<file path="src/rtl/arcade_input_pkg.sv">
// Shared constants and helpers for the arcade player-input front end.
package arcade_input_pkg;

    // ps2_key field positions
    localparam int unsigned PS2_TOG     = 10;
    localparam int unsigned PS2_PRESSED = 9;
    localparam int unsigned PS2_EXT     = 8;

    // Fire buttons reachable from the keyboard
    localparam int unsigned KEY_BUTTONS = 3;

    // Fixed joystick bit positions
    localparam int unsigned JOY_R    = 0;
    localparam int unsigned JOY_L    = 1;
    localparam int unsigned JOY_D    = 2;
    localparam int unsigned JOY_U    = 3;
    localparam int unsigned JOY_BTN0 = 4;

    // Player 0 scancodes (arrows are E0-prefixed)
    localparam logic [7:0] SC_P0_UP      = 8'h75;
    localparam logic [7:0] SC_P0_DOWN    = 8'h72;
    localparam logic [7:0] SC_P0_LEFT    = 8'h6B;
    localparam logic [7:0] SC_P0_RIGHT   = 8'h74;
    localparam logic [7:0] SC_P0_B0      = 8'h14;
    localparam logic [7:0] SC_P0_B1      = 8'h11;
    localparam logic [7:0] SC_P0_B2      = 8'h29;
    localparam logic [7:0] SC_P0_START   = 8'h16;
    localparam logic [7:0] SC_P0_COIN    = 8'h2E;
    localparam logic [7:0] SC_P0_PAUSE   = 8'h4D;
    localparam logic [7:0] SC_P0_SERVICE = 8'h46;

    // Player 1 scancodes
    localparam logic [7:0] SC_P1_UP      = 8'h2D;
    localparam logic [7:0] SC_P1_DOWN    = 8'h2B;
    localparam logic [7:0] SC_P1_LEFT    = 8'h23;
    localparam logic [7:0] SC_P1_RIGHT   = 8'h34;
    localparam logic [7:0] SC_P1_B0      = 8'h1C;
    localparam logic [7:0] SC_P1_B1      = 8'h1B;
    localparam logic [7:0] SC_P1_B2      = 8'h15;
    localparam logic [7:0] SC_P1_START   = 8'h1E;
    localparam logic [7:0] SC_P1_COIN    = 8'h36;
    localparam logic [7:0] SC_P1_SERVICE = 8'h45;

    // Keyboard-held state for one player
    typedef struct packed {
        logic [3:0]             dir;
        logic [KEY_BUTTONS-1:0] btn;
        logic                   start;
        logic                   coin;
        logic                   pause;
        logic                   service;
    } key_state_t;

    // Joystick bit positions that move with the button count
    function automatic int unsigned joy_start(input int unsigned nb);
        return JOY_BTN0 + nb;
    endfunction

    function automatic int unsigned joy_coin(input int unsigned nb);
        return JOY_BTN0 + nb + 1;
    endfunction

    function automatic int unsigned joy_pause(input int unsigned nb);
        return JOY_BTN0 + nb + 2;
    endfunction

    function automatic int unsigned joy_service(input int unsigned nb);
        return JOY_BTN0 + nb + 3;
    endfunction

    // Base bit of player p within a packed per-player bus
    function automatic int unsigned player_base(input int unsigned p, input int unsigned w);
        return p * w;
    endfunction

endpackage

</file>
<file path="src/rtl/input_button_shaper.sv">
// One fire button: plain pass-through or vblank-locked autofire.
module input_button_shaper #(
    parameter logic [3:0] AUTOFIRE_FRAMES = 4'd2
) (
    input  logic clk_sys,
    input  logic RESET,
    input  logic raw,
    input  logic en,
    input  logic vblank_rise,
    output logic shaped
);

    logic       raw_q;
    logic [3:0] cnt;
    logic [3:0] cnt_next;
    logic [3:0] cnt_inc;
    logic       shaped_next;

    // Next-state: release dominates, then mode, then press, then frame count
    always_comb begin
        cnt_next    = cnt;
        shaped_next = shaped;
        cnt_inc     = cnt + 4'd1;
        if (!raw) begin
            shaped_next = 1'b0;
            cnt_next    = '0;
        end else if (!en) begin
            shaped_next = 1'b1;
            cnt_next    = '0;
        end else if (!raw_q) begin
            shaped_next = 1'b1;
            cnt_next    = '0;
        end else if (vblank_rise) begin
            if (cnt_inc >= AUTOFIRE_FRAMES) begin
                shaped_next = ~shaped;
                cnt_next    = '0;
            end else begin
                cnt_next = cnt_inc;
            end
        end
    end

    // State and registered output
    always_ff @(posedge clk_sys or posedge RESET) begin
        if (RESET) begin
            raw_q  <= 1'b0;
            cnt    <= '0;
            shaped <= 1'b0;
        end else begin
            raw_q  <= raw;
            cnt    <= cnt_next;
            shaped <= shaped_next;
        end
    end

endmodule

</file>
<file path="src/rtl/arcade_input_ctrl.sv">
// Merges PS/2 key events and MiSTer joystick words into shaped per-player controls.
module arcade_input_ctrl
    import arcade_input_pkg::*;
#(
    parameter int unsigned NUM_PLAYERS       = 2,
    parameter int unsigned NUM_BUTTONS       = 3,
    parameter int unsigned JOY_WIDTH         = 11,
    parameter logic [15:0] COIN_PULSE_CYCLES = 16'd4096,
    parameter logic [3:0]  AUTOFIRE_FRAMES   = 4'd2,
    parameter bit          PAUSE_TOGGLE      = 1'b1
) (
    input  logic                               clk_sys,
    input  logic                               RESET,
    input  logic [10:0]                        ps2_key,
    input  logic [NUM_PLAYERS*JOY_WIDTH-1:0]   joystick,
    input  logic                               vblank,
    input  logic [NUM_PLAYERS*NUM_BUTTONS-1:0] autofire_en,
    output logic [NUM_PLAYERS*4-1:0]           out_dir,
    output logic [NUM_PLAYERS*NUM_BUTTONS-1:0] out_buttons,
    output logic [NUM_PLAYERS-1:0]             out_start,
    output logic [NUM_PLAYERS-1:0]             out_coin,
    output logic [NUM_PLAYERS-1:0]             out_pause,
    output logic [NUM_PLAYERS-1:0]             out_service
);

    logic       old_tog;
    logic       armed;
    logic       vblank_q;
    logic       vblank_rise;
    logic       key_ev;
    logic       key_ext;
    logic       key_prs;
    key_state_t kb_p0;
    key_state_t kb_p1;
    key_state_t kb_p0_next;
    key_state_t kb_p1_next;

    assign vblank_rise = vblank & ~vblank_q;
    assign key_ext     = ps2_key[PS2_EXT];
    assign key_prs     = ps2_key[PS2_PRESSED];

    // Decode one PS/2 event into the keyboard-held state
    always_comb begin
        kb_p0_next = kb_p0;
        kb_p1_next = kb_p1;
        key_ev     = armed && (ps2_key[PS2_TOG] != old_tog);
        if (key_ev) begin
            case (ps2_key[7:0])
                SC_P0_UP:      if (key_ext)  kb_p0_next.dir[JOY_U] = key_prs;
                SC_P0_DOWN:    if (key_ext)  kb_p0_next.dir[JOY_D] = key_prs;
                SC_P0_LEFT:    if (key_ext)  kb_p0_next.dir[JOY_L] = key_prs;
                SC_P0_RIGHT:   if (key_ext)  kb_p0_next.dir[JOY_R] = key_prs;
                SC_P0_B0:                    kb_p0_next.btn[0]     = key_prs;
                SC_P0_B1:                    kb_p0_next.btn[1]     = key_prs;
                SC_P0_B2:      if (!key_ext) kb_p0_next.btn[2]     = key_prs;
                SC_P0_START:   if (!key_ext) kb_p0_next.start      = key_prs;
                SC_P0_COIN:    if (!key_ext) kb_p0_next.coin       = key_prs;
                SC_P0_PAUSE:   if (!key_ext) kb_p0_next.pause      = key_prs;
                SC_P0_SERVICE: if (!key_ext) kb_p0_next.service    = key_prs;
                SC_P1_UP:      if (!key_ext) kb_p1_next.dir[JOY_U] = key_prs;
                SC_P1_DOWN:    if (!key_ext) kb_p1_next.dir[JOY_D] = key_prs;
                SC_P1_LEFT:    if (!key_ext) kb_p1_next.dir[JOY_L] = key_prs;
                SC_P1_RIGHT:   if (!key_ext) kb_p1_next.dir[JOY_R] = key_prs;
                SC_P1_B0:      if (!key_ext) kb_p1_next.btn[0]     = key_prs;
                SC_P1_B1:      if (!key_ext) kb_p1_next.btn[1]     = key_prs;
                SC_P1_B2:      if (!key_ext) kb_p1_next.btn[2]     = key_prs;
                SC_P1_START:   if (!key_ext) kb_p1_next.start      = key_prs;
                SC_P1_COIN:    if (!key_ext) kb_p1_next.coin       = key_prs;
                SC_P1_SERVICE: if (!key_ext) kb_p1_next.service    = key_prs;
                default: ;
            endcase
        end
    end

    // Event arming, toggle history, keyboard state, vblank history
    always_ff @(posedge clk_sys or posedge RESET) begin
        if (RESET) begin
            old_tog  <= 1'b0;
            armed    <= 1'b0;
            vblank_q <= 1'b0;
            kb_p0    <= '0;
            kb_p1    <= '0;
        end else begin
            old_tog  <= ps2_key[PS2_TOG];
            armed    <= 1'b1;
            vblank_q <= vblank;
            kb_p0    <= kb_p0_next;
            kb_p1    <= kb_p1_next;
        end
    end

    for (genvar p = 0; p < NUM_PLAYERS; p++) begin : g_player
        localparam int unsigned BASE = player_base(p, JOY_WIDTH);

        key_state_t  kb;
        logic [3:0]  raw_dir;
        logic        raw_start;
        logic        raw_coin;
        logic        raw_pause;
        logic        raw_service;
        logic [3:0]  dir_q;
        logic        start_q;
        logic        service_q;
        logic        coin_q;
        logic        coin_prev;
        logic [15:0] coin_cnt;
        logic [15:0] coin_cnt_next;
        logic        pause_q;
        logic        pause_prev;

        if (p == 0) begin : g_kb0
            assign kb = kb_p0;
        end else if (p == 1) begin : g_kb1
            assign kb = kb_p1;
        end else begin : g_kbn
            assign kb = '0;
        end

        assign raw_dir     = {joystick[BASE + JOY_U], joystick[BASE + JOY_D],
                              joystick[BASE + JOY_L], joystick[BASE + JOY_R]} | kb.dir;
        assign raw_start   = joystick[BASE + joy_start(NUM_BUTTONS)]   | kb.start;
        assign raw_coin    = joystick[BASE + joy_coin(NUM_BUTTONS)]    | kb.coin;
        assign raw_pause   = joystick[BASE + joy_pause(NUM_BUTTONS)]   | kb.pause;
        assign raw_service = joystick[BASE + joy_service(NUM_BUTTONS)] | kb.service;

        // Coin stretch: load on a fresh edge only when idle, count down to zero
        always_comb begin
            coin_cnt_next = coin_cnt;
            if (coin_cnt != '0) begin
                coin_cnt_next = coin_cnt - 16'd1;
            end else if (raw_coin && !coin_prev) begin
                coin_cnt_next = COIN_PULSE_CYCLES;
            end
        end

        // Registered per-player strobes, coin counter and pause latch
        always_ff @(posedge clk_sys or posedge RESET) begin
            if (RESET) begin
                dir_q      <= '0;
                start_q    <= 1'b0;
                service_q  <= 1'b0;
                coin_q     <= 1'b0;
                coin_prev  <= 1'b0;
                coin_cnt   <= '0;
                pause_q    <= 1'b0;
                pause_prev <= 1'b0;
            end else begin
                dir_q      <= raw_dir;
                start_q    <= raw_start;
                service_q  <= raw_service;
                coin_prev  <= raw_coin;
                coin_cnt   <= coin_cnt_next;
                coin_q     <= (coin_cnt_next != '0) | raw_coin;
                pause_prev <= raw_pause;
                if (PAUSE_TOGGLE) begin
                    if (raw_pause && !pause_prev) pause_q <= ~pause_q;
                end else begin
                    pause_q <= raw_pause;
                end
            end
        end

        assign out_dir[p*4 +: 4] = dir_q;
        assign out_start[p]      = start_q;
        assign out_service[p]    = service_q;
        assign out_coin[p]       = coin_q;
        assign out_pause[p]      = pause_q;

        for (genvar b = 0; b < NUM_BUTTONS; b++) begin : g_btn
            logic kb_btn;
            logic raw_btn;

            if (b < KEY_BUTTONS) begin : g_kb_btn
                assign kb_btn = kb.btn[b];
            end else begin : g_joy_only
                assign kb_btn = 1'b0;
            end

            assign raw_btn = joystick[BASE + JOY_BTN0 + b] | kb_btn;

            input_button_shaper #(
                .AUTOFIRE_FRAMES (AUTOFIRE_FRAMES)
            ) u_shaper (
                .clk_sys     (clk_sys),
                .RESET       (RESET),
                .raw         (raw_btn),
                .en          (autofire_en[p*NUM_BUTTONS + b]),
                .vblank_rise (vblank_rise),
                .shaped      (out_buttons[p*NUM_BUTTONS + b])
            );
        end
    end

endmodule

</file>
<file path="config.mk">
export PLATFORM = sky130hd
export DESIGN_NAME = arcade_input_ctrl
export DESIGN_NICKNAME = d
export VERILOG_FILES = /design/src/rtl/arcade_input_pkg.sv /design/src/rtl/input_button_shaper.sv /design/src/rtl/arcade_input_ctrl.sv
export SDC_FILE = /design/constraint.sdc
export NUM_CORES = 1
export LEC_CHECK = 0
export ABC_AREA = 0
export BUFFER_PORTS_ARGS = -buffer_cell sky130_fd_sc_hd__buf_2
export CAP_MARGIN = 15
export CORE_MARGIN = 1
export CORE_UTILIZATION = 59
export CTS_CLUSTER_DIAMETER = 50
export DETAILED_ROUTE_END_ITERATION = 16
export PLACE_DENSITY = 0.8
export SLEW_MARGIN = 20
export SYNTH_ARGS = -nofsm -noshare
export SYNTH_HDL_FRONTEND = slang
export SYNTH_HIERARCHICAL = 1
export SYNTH_SLANG_ARGS = --single-unit
</file>
<file path="constraint.sdc">
create_clock -name clk_sys -period 2.9 [get_ports clk_sys]
set_input_delay 0.29 -clock clk_sys [delete_from_list [all_inputs] [get_ports clk_sys]]
set_output_delay 0.29 -clock clk_sys [all_outputs]
set_load 0.01 [all_outputs]
</file>
==> run_results.csv, run 1 <==
group,metric,value,unit
run_status,status,"finished clean",
worst_hold_path,hold_class,"in -> reg",
detailed_routing,wl_per_cell,15.54,µm
global_routing,gr-total-overflow,0,
floorplanning,die_h,99.59,µm
place,routabilityCongestion,0.9334,
logic_synthesis,synthTopCellsByArea,"dfrtp_1, mux2_2, ha_1",
cts,cts_tree,"yes",
cts,clockBufferDepth,2,
worst_setup_path,cp_slowest_cell,"or3b_2",
cts,cts_root_buffer,"clkbuf_8",
layout,fin_nets,656,
worst_setup_path,required,3.15,ns
logic_synthesis,netlist_area,5619,µm²
global_routing,grtUsageTotal,24.70,%
pwr,ir_worst_vdd,0.2224,mV
cts,numCtsBuffers,9,
timing,fmax,0.3550,GHz
timing,setup_violations,0,
layout,diodes,0,
logic_synthesis,yosys.area.top_type,"dfrtp_1",
worst_setup_path,cp_num_buf_inv,1,
place,io_buffers,63,
logic_synthesis,synth_ff_type,"dfrtp_1",
logic_synthesis,synth.avg_cell_area,10.72,µm²
layout,drive_gt1_share,27.86,%
logic_synthesis,synth_cells,524,
floorplanning,num_rows,35,
floorplanning,core_area,9240,µm²
logic_synthesis,yosysUniqueCellTypes,47,
detailed_routing,dr.pass1.iters,4,
worst_setup_path,worstSetupStartpointType,"register",
detailed_routing,avgViaCountPerCell,5.755,
place,pre_cts_ws,0.1178,ns
worst_setup_path,crit_type,"reg -> reg",
place,hpwl,8436,µm
floorplanning,initial_utilization,60.81,%
timing,hold_viol_final,0,
global_routing,grt_start_max_net_pins,49,
global_routing,grt_pass1_vias,4104,
global_routing,grt_pass1_wl,19170,µm
floorplanning,io_pins,64,
detailed_routing,drt_iter0_drc,230,
cts,h-tree-depth,3,
worst_setup_path,cp.arrival,3.07,ns
cts,cts_num_sinks,112,
logic_synthesis,yosys_warnings,6,
worst_setup_path,cp-end-kind,"register",
logic_synthesis,ys_seq_area_share,49.88,%
pwr,p_total,2767,µW
timing,fin_crit_sh,97.14,%
worst_setup_path,crit_chain,"inv_1 > ha_1 > or3b_2 > o31ai_2 > nand4_1 > a211o_1 > or4_1 > or4_1",
logic_synthesis,synth_edf_count,0,
worst_setup_path,critPathMaxFanout,4,
global_routing,antenna_found_initial,0,
detailed_routing,vias,4213,
cts,clk_pin_slew,0.10,ns
timing,worst_slack,0.08308,ns
timing,finClkSkew,0.01362,ns
floorplanning,dieArea,9918,µm²
pwr,power_density,437.1,nW/µm²
timing,worst_pin_slew,0.7909,ns
worst_setup_path,cpPeakStageDelay,0.51,ns
floorplanning,chipWidth,99.59,µm
detailed_routing,ant_nets,0,
layout,fillers,685,
worst_setup_path,path_common_cell,"or4_1",
detailed_routing,routed_wl,11380,µm
logic_synthesis,synth_top_area_share,49.88,%
timing,min_period,2.817,ns
worst_setup_path,critPathTopFamily,"simple AND/OR/NAND/NOR gates",
detailed_routing,drc_errors,0,
logic_synthesis,ys_seq_elements,112,
cts,post-cts-setup-buffers,0,
layout,syn_to_final_growth,12.65,%
logic_synthesis,async_flop_share,100.0,%
timing,maxSlewViolCount,0,
worst_setup_path,r2r_slack,0.08,ns
logic_synthesis,syn_nets,582,
cts,clk_latency,0.38,ns
timing,maxSlewHeadroom,46.79,%
job,maxCapViolCount,0,
pwr,p_leak,0.002886,µW
-- cell usage after synthesis (all sizes together) (11+ instances only) --
library cell,instances
inv,26
nand2b,16
nor3,17
dfrtp,112
o21ai,11
or2,24
ha,16
nand2,33
xor2,19
nor2,43
nand4,15
and2,12
mux2,24
nor4,12
nand3,35
a21oi,20
-- final timing paths --
kind	depth (start not counted)	end	start
setup / recovery	8	g_player[0].coin_q	g_player[0].coin_cnt[1]
max in group asynchronous	4	g_player[0].coin_cnt[5]	RESET
setup reg to reg	8	g_player[0].coin_q	g_player[0].coin_cnt[1]
hold / removal	1	g_player[1].pause_prev	joystick[20]
min in group asynchronous	3	g_player[0].g_btn[1].u_shaper/shaped	RESET
hold reg to reg	1	g_player[0].dir_q[2]	g_player[0].kb[9]
-- where the power goes --
| part | total, µW | switching [µW] | internal, µW |
|---|---|---|---|
| Combinational | 234 | 136 | 98.6 |
| Sequential | 1640 | 29.5 | 1610 |
| Clock | 897 | 547 | 350 |
-- final cells by class --
class | count | area (µm²) | area share [%]
clock buffer | 10 | 137.6 | 2.174
clock inverter | 6 | 51.30 | 0.8104
inverter | 26 | 97.59 | 1.542
multi-input combinational | 373 | 2651 | 41.89
sequential | 112 | 2803 | 44.28
tap | 129 | 161.4 | 2.550
timing repair buffer | 76 | 427.9 | 6.760
-- through the flow --
stage                     cells  TNS [ns]  area, µm²  utilization [%]  hold WS (ns)
after floorplan             524         0       5619                -       0.08096
after global placement      715         0       6122            66.26        0.3036
after detailed placement    715         0       6122            66.26        0.3080
after CTS                   732         0       6321            68.41       0.01371
after global routing        732  -0.02801       6330            68.50       0.01628
final                       732         0       6330            68.50       0.03136
-- registers in the layout, summed over array words and instances (netlist names), 2 cells and up --
name	count
g_player.coin_cnt	32
g_player.g_btn.u_shaper/cnt	24
g_player.kb	15
g_player.dir_q	8
g_player.g_btn.kb_btn	6
g_player.g_btn.u_shaper/raw_q	6
g_player.g_btn.u_shaper/shaped	6
g_player.coin_prev	2
g_player.coin_q	2
g_player.pause_prev	2
g_player.pause_q	2
g_player.service_q	2
g_player.start_q	2
-- cell usage in the layout (no fill, tap or decap), types with 19 or more instances in the layout --
| cell | instances |
|---|---|
| nand3_1 | 35 |
| buf_2 | 63 |
| mux2_2 | 24 |
| inv_1 | 19 |
| xor2_1 | 19 |
| dfrtp_1 | 112 |
| nand2_1 | 33 |
| a21oi_1 | 20 |
| or2_2 | 23 |
| nor2_1 | 42 |
-- repair_timing --
action                                  CTS  global route
hold endpoints to repair                 36             0
hold buffers                              1             0
endpoints found under the setup margin    0             1
gates resized for setup                   0             2
-- logic make-up after synthesis --
family	Yosys count	share of synthesized area (%)
simple gates	250	26.07
xor+xnor	23	3.585
mux	27	5.344
fa+ha+maj	16	3.563
flops	112	49.88
buf+inv	39	3.140
compound gates	56	8.350
other cells	1	0.06674
-- per-layer routing --
metal | vias to the layer above | GRT usage [%] | part of all wire [%]
met5 | - | 0 | 0
met4 | 0 | 11.09 | 2.0
met3 | 22 | 3.443 | 4.4
met2 | 118 | 39.69 | 48
met1 | 2069 | 33.65 | 46
li1 | 2004 | - | -
Power figures use the tool's default switching activity.
==> run 2: changes to the inputs <==
Settings changed: PLACE_DENSITY 0.8 to not set, PLACE_DENSITY_LB_ADDON set to 0.15.
Clock period 2.9 ns to 2.8 ns, I/O delays scaled along.
==> run_results.csv, run 2 (synthesis results as in run 1) <==
group,metric,value,unit
pwr,p_leak,0.002888,µW
layout,layout.cells.most_common_list,"dfrtp_1, buf_2, nor2_1",
place,routabilityCongestion,0.9026,
timing,setup_violations,0,
global_routing,grt_start_max_net_pins,39,
cts,cts_num_sinks,112,
pwr,ir_worst_vdd,0.2027,mV
timing,hold_viol_final,0,
timing,setup_tns,0,ns
timing,worst_slack,0.08047,ns
global_routing,gr-total-overflow,0,
worst_setup_path,critPathMaxFanout,2,
timing,rsz0062_at_grt,"false",
worst_setup_path,worstSetupStartpointType,"register",
worst_setup_path,cp_num_buf_inv,1,
pwr,power_density,437.8,nW/µm²
job,maxCapViolCount,0,
worst_setup_path,cp-end-kind,"register",
layout,final_common_cell,"dfrtp_1",
floorplanning,num_rows,35,
layout,top_register,"g_player.coin_cnt",
worst_setup_path,crit_type,"reg -> reg",
place,hpwl,8275,µm
detailed_routing,ant_nets,0,
cts,clk_pin_slew,0.10,ns
global_routing,antenna_found_initial,2,
worst_setup_path,cp.arrival,2.96,ns
cts,cts_root_buffer,"clkbuf_8",
detailed_routing,wl_per_cell,14.57,µm
worst_setup_path,required,3.04,ns
layout,largest_reg_flops,32,
timing,holdWs,0.03543,ns
layout,drive_gt1_share,28.43,%
layout,fin_nets,660,
detailed_routing,avgViaCountPerCell,5.463,
global_routing,grt_pass1_vias,4006,
worst_setup_path,path_common_cell,"or4_1",
detailed_routing,drt_iter0_drc,101,
global_routing,grt_pass1_wl,18510,µm
floorplanning,chipWidth,99.59,µm
detailed_routing,vias,4015,
layout,syn_to_final_growth,13.09,%
timing,maxSlewHeadroom,45.25,%
cts,h-tree-depth,3,
timing,fin_crit_sh,97.13,%
worst_setup_path,crit_chain,"inv_1 > ha_1 > or4b_4 > nor4_4 > o21ai_1 > a211o_1 > or4_1 > or4_1",
timing,finClkSkew,0.009581,ns
place,dp.cells,719,
place,pre_cts_ws,0.005622,ns
worst_hold_path,hold_class,"in -> reg",
detailed_routing,dr.pass1.iters,4,
detailed_routing,routed_wl,10710,µm
cts,cts_tree,"yes",
timing,fmax,0.3677,GHz
timing,worst_pin_slew,0.8137,ns
place,io_buffers,63,
worst_setup_path,cpPeakStageDelay,0.49,ns
worst_setup_path,critPathTopFamily,"simple AND/OR/NAND/NOR gates",
floorplanning,die_h,99.59,µm
floorplanning,dieArea,9918,µm²
floorplanning,core_area,9240,µm²
cts,clk_latency,0.36,ns
worst_setup_path,cp_slowest_cell,"or4b_4",
floorplanning,initial_utilization,60.81,%
run_status,status,"finished clean",
floorplanning,io_pins,64,
layout,layout.cells.non_filler,735,
timing,maxSlewViolCount,0,
detailed_routing,drc_errors,0,
layout,fillers,694,
global_routing,grtUsageTotal,23.80,%
cts,clockBufferDepth,2,
cts,numCtsBuffers,9,
timing,min_period,2.720,ns
-- run 2: what timing repair did --
item | in CTS | in global routing
hold buffers | 1 | 0
hold endpoints to repair | 36 | 0
gates resized for setup | 0 | 5
endpoints found under the setup margin | 0 | 1
setup buffers | 0 | 0
-- run 2: report_power, final --
group | switching (µW) | total, µW | internal [µW]
logic | 137 | 240 | 103
registers | 29.4 | 1690 | 1660
clock network | 509 | 850 | 342
-- run 2: per-layer routing --
metal / GRT usage, % / vias up / routed length [µm]
li1: - / 2015 / -
met1: 32.37 / 1907 / 4938
met2: 39.00 / 77 / 5191
met3: 4.357 / 14 / 413
met4: 7.692 / 2 / 154
met5: 0 / - / 10
-- run 2: path summary, 6_finish.rpt --
check                                         from                             endpoint  slack, ns  cells after the start
min                                         vblank                             vblank_q       0.04                      1
max                        g_player[0].coin_cnt[0]                   g_player[0].coin_q       0.08                      8
max in group asynchronous                    RESET              g_player[0].coin_cnt[7]       1.34                      5
min reg2reg                    g_player[0].pause_q                  g_player[0].pause_q       0.47                      1
max reg2reg                g_player[0].coin_cnt[0]                   g_player[0].coin_q       0.08                      8
min in group asynchronous                    RESET  g_player[0].g_btn[1].u_shaper/raw_q       0.44                      3
-- run 2: worst reg2reg max path: stages (launching register included) --
cell	delay (ns)
dfrtp_1	0.39
inv_1	0.08
ha_1	0.16
or4b_4	0.49
nor4_4	0.26
o21ai_1	0.16
a211o_1	0.28
or4_1	0.40
or4_1	0.40
-- run 2: stage by stage --
step                      area [µm²]  total power (µW)  utilization (%)
after global routing            6355              2918            68.77
final                           6355              2782            68.77
after floorplan                 5619              1884                -
after global placement          6152              1958            66.58
after detailed placement        6152              1967            66.58
after CTS                       6331              2829            68.52
-- run 2: final cells by class --
cell class	instances	area, µm²	share of cell area [%]
inverters	26	97.59	1.536
diodes	1	2.502	0.03938
well taps	129	161.4	2.540
flip-flops and latches	112	2803	44.10
multi-input cells	373	2660	41.86
repair buffers	80	461.7	7.265
clock inverters	4	31.28	0.4922
clock buffers	10	137.6	2.166
==> run 3: changes to the inputs <==
Settings changed: ABC_AREA 0 to 1.
==> run_results.csv, run 3 <==
group,metric,value,unit
logic_synthesis,synth_ff_type,"dfrtp_1",
layout,diodes,0,
worst_setup_path,worstSetupStartpointType,"input port",
timing,finClkSkew,0.01068,ns
floorplanning,dieArea,10450,µm²
layout,design_area,6554,µm²
layout,final_common_cell,"nand2_1",
global_routing,grt_pass1_vias,4717,
place,io_buffers,63,
logic_synthesis,ys_top_cells_by_count,"nand2_1, dfrtp_1, inv_1",
logic_synthesis,synth_edf_count,0,
cts,post-cts-setup-buffers,0,
worst_setup_path,cpPeakStageDelay,0.69,ns
timing,worst_slack,0.9285,ns
pwr,p_leak,0.003404,µW
floorplanning,io_pins,64,
logic_synthesis,yosys_warnings,6,
worst_setup_path,cp.arrival,2.14,ns
global_routing,antenna_found_initial,0,
timing,holdWs,0.02285,ns
logic_synthesis,yosys.area.top_type,"dfrtp_1",
timing,min_period,1.871,ns
pwr,combPwrFrac,8.5,%
cts,cts_root_buffer,"clkbuf_8",
worst_setup_path,cp-end-kind,"register",
worst_setup_path,r2r_slack,1.00,ns
pwr,ir_worst_vdd,0.3730,mV
detailed_routing,dr.pass1.iters,5,
pwr,p_sw,728.4,µW
cts,cts_num_sinks,112,
layout,layout.cells.non_filler,961,
detailed_routing,ant_nets,0,
worst_setup_path,reg2reg_to,"g_player[0].coin_q",
logic_synthesis,async_flop_share,100.0,%
place,routabilityCongestion,0.8929,
detailed_routing,vias,4865,
pwr,p_int,2180,µW
worst_setup_path,r2r_cells,11,
pwr,swShare,25.05,%
detailed_routing,avgViaCountPerCell,5.062,
layout,fin_nets,881,
cts,numCtsBuffers,9,
timing,hold_viol_final,0,
layout,largest_reg_flops,32,
layout,drive_gt1_share,19.93,%
timing,setup_tns,0,ns
layout,top_register,"g_player.coin_cnt",
global_routing,gr-total-overflow,0,
logic_synthesis,synth_cells,758,
layout,layout.cells.most_common_list,"nand2_1, dfrtp_1, inv_1",
place,dp.cells,943,
logic_synthesis,synth.avg_cell_area,7.819,µm²
detailed_routing,drt_iter0_drc,182,
timing,fmax,0.5343,GHz
cts,h-tree-depth,3,
worst_setup_path,cp_slowest_cell,"nor2_1",
worst_setup_path,path_common_cell,"nand2_1",
timing,rsz0062_at_grt,"false",
logic_synthesis,syn_nets,816,
detailed_routing,wl_per_cell,12.41,µm
logic_synthesis,netlist_area,5927,µm²
worst_setup_path,r2r_start,"g_player[0].coin_cnt[0]",
logic_synthesis,ys_seq_area_share,47.29,%
place,place_area,6339,µm²
worst_hold_path,hold_class,"in -> reg",
place,pre_cts_ws,1.032,ns
cts,cts_tree,"yes",
floorplanning,die_h,102.2,µm
detailed_routing,routed_wl,11920,µm
pwr,pwr-share-seq,58.4,%
logic_synthesis,synth_most_common_cell,"nand2_1",
global_routing,grt_pass1_wl,20270,µm
worst_setup_path,crit_chain,"dlygate4sd3_1 > buf_2 > inv_1 > nor2_1 > nor2_1 > inv_2 > nand2_1 > nand2_1 > nand2_1",
pwr,power_frac_clock,33.1,%
timing,worst_pin_slew,0.9221,ns
worst_setup_path,required,3.07,ns
logic_synthesis,synth_top_area_share,47.29,%
cts,clk_pin_slew,0.10,ns
floorplanning,core_area,9774,µm²
cts,hold_buffers,1,
worst_hold_path,min_from,"joystick[20]",
cts,clk_latency,0.38,ns
job,maxCapViolCount,0,
global_routing,grt_start_max_net_pins,44,
layout,syn_to_final_growth,10.58,%
cts,clockBufferDepth,2,
global_routing,grtUsageTotal,25.10,%
pwr,power_density,443.8,nW/µm²
cts,ctsResizeCount,0,
floorplanning,initial_utilization,60.64,%
logic_synthesis,ys_seq_elements,112,
timing,maxSlewViolCount,0,
worst_setup_path,crit_type,"in -> reg",
detailed_routing,drc_errors,0,
floorplanning,chipWidth,102.2,µm
logic_synthesis,synthTopCellsByArea,"dfrtp_1, nand2_1, inv_1",
worst_hold_path,hold-path-endpoint,"g_player[1].pause_prev",
timing,setup_violations,0,
logic_synthesis,yosysUniqueCellTypes,31,
place,hpwl,9173,µm
run_status,status,"finished clean",
worst_hold_path,hold_depth,1,
timing,maxSlewHeadroom,38.30,%
floorplanning,num_rows,36,
worst_setup_path,critPathMaxFanout,12,
timing,fin_crit_sh,66.84,%
run 3: how the worst max path moves through the flow:
| stage | from | endpoint | cells past startpoint | slack [ns] |
|---|---|---|---|---|
| 2_1_floorplan | RESET | armed | 1 | 0.58 |
| 3_3_place_gp | g_player[1].coin_cnt[0] | g_player[1].coin_q | 11 | 1.11 |
| 3_5_place_dp | g_player[0].coin_cnt[0] | g_player[0].coin_q | 11 | 1.03 |
| 4_1_cts | g_player[0].coin_cnt[0] | g_player[0].coin_q | 11 | 1.01 |
| 5_1_grt | g_player[0].coin_cnt[0] | g_player[0].coin_q | 11 | 0.82 |
| 6_report | vblank | g_player[0].g_btn[0].u_shaper/shaped | 9 | 0.93 |
run 3: logic make-up after synthesis:
group,share of synthesized area [%]
AO/OA/AOI/OAI,4.138
XOR/XNOR,1.773
adder cells (fa/ha/maj),3.378
buffers and inverters,9.373
flip-flops,47.29
other,0.06327
AND/OR/NAND/NOR,33.99
run 3: layout make-up:
class	instances	area, µm²
clock buffers	9	123.9
clock inverters	7	71.32
fillers	840	3221
inverters	124	465.4
multi-input cells	510	2569
flip-flops and latches	112	2803
well taps	133	166.4
repair buffers	66	355.3
run 3: power groups by stage:
| stage | registers (µW) | logic [µW] | clock network (µW) |
|---|---|---|---|
| floorplan | 1730 | 165 | 0 |
| global placement | 1730 | 240 | 0 |
| detailed placement | 1730 | 249 | 0 |
| CTS | 1700 | 250 | 995 |
| global route | 1710 | 283 | 1060 |
| finish | 1700 | 246 | 962 |
run 3: worst max-delay path: cells and delay by family:
kind	cells	cell delay (ns)
buf+inv	4	0.81
simple gates	5	1.05
run 3: per-stage QoR:
stage,util [%],total power (µW)
floorplan,-,1897
global placement,64.85,1969
detailed placement,64.85,1979
CTS,66.95,2946
global route,67.05,3050
finish,67.05,2908
run 3: metal layers:
metal	GRT usage, %	vias up	wire length, µm
li1	-	2455	-
met1	31.62	2276	5344
met2	43.99	114	5886
met3	4.651	20	472
met4	7.582	0	218
met5	0	-	0
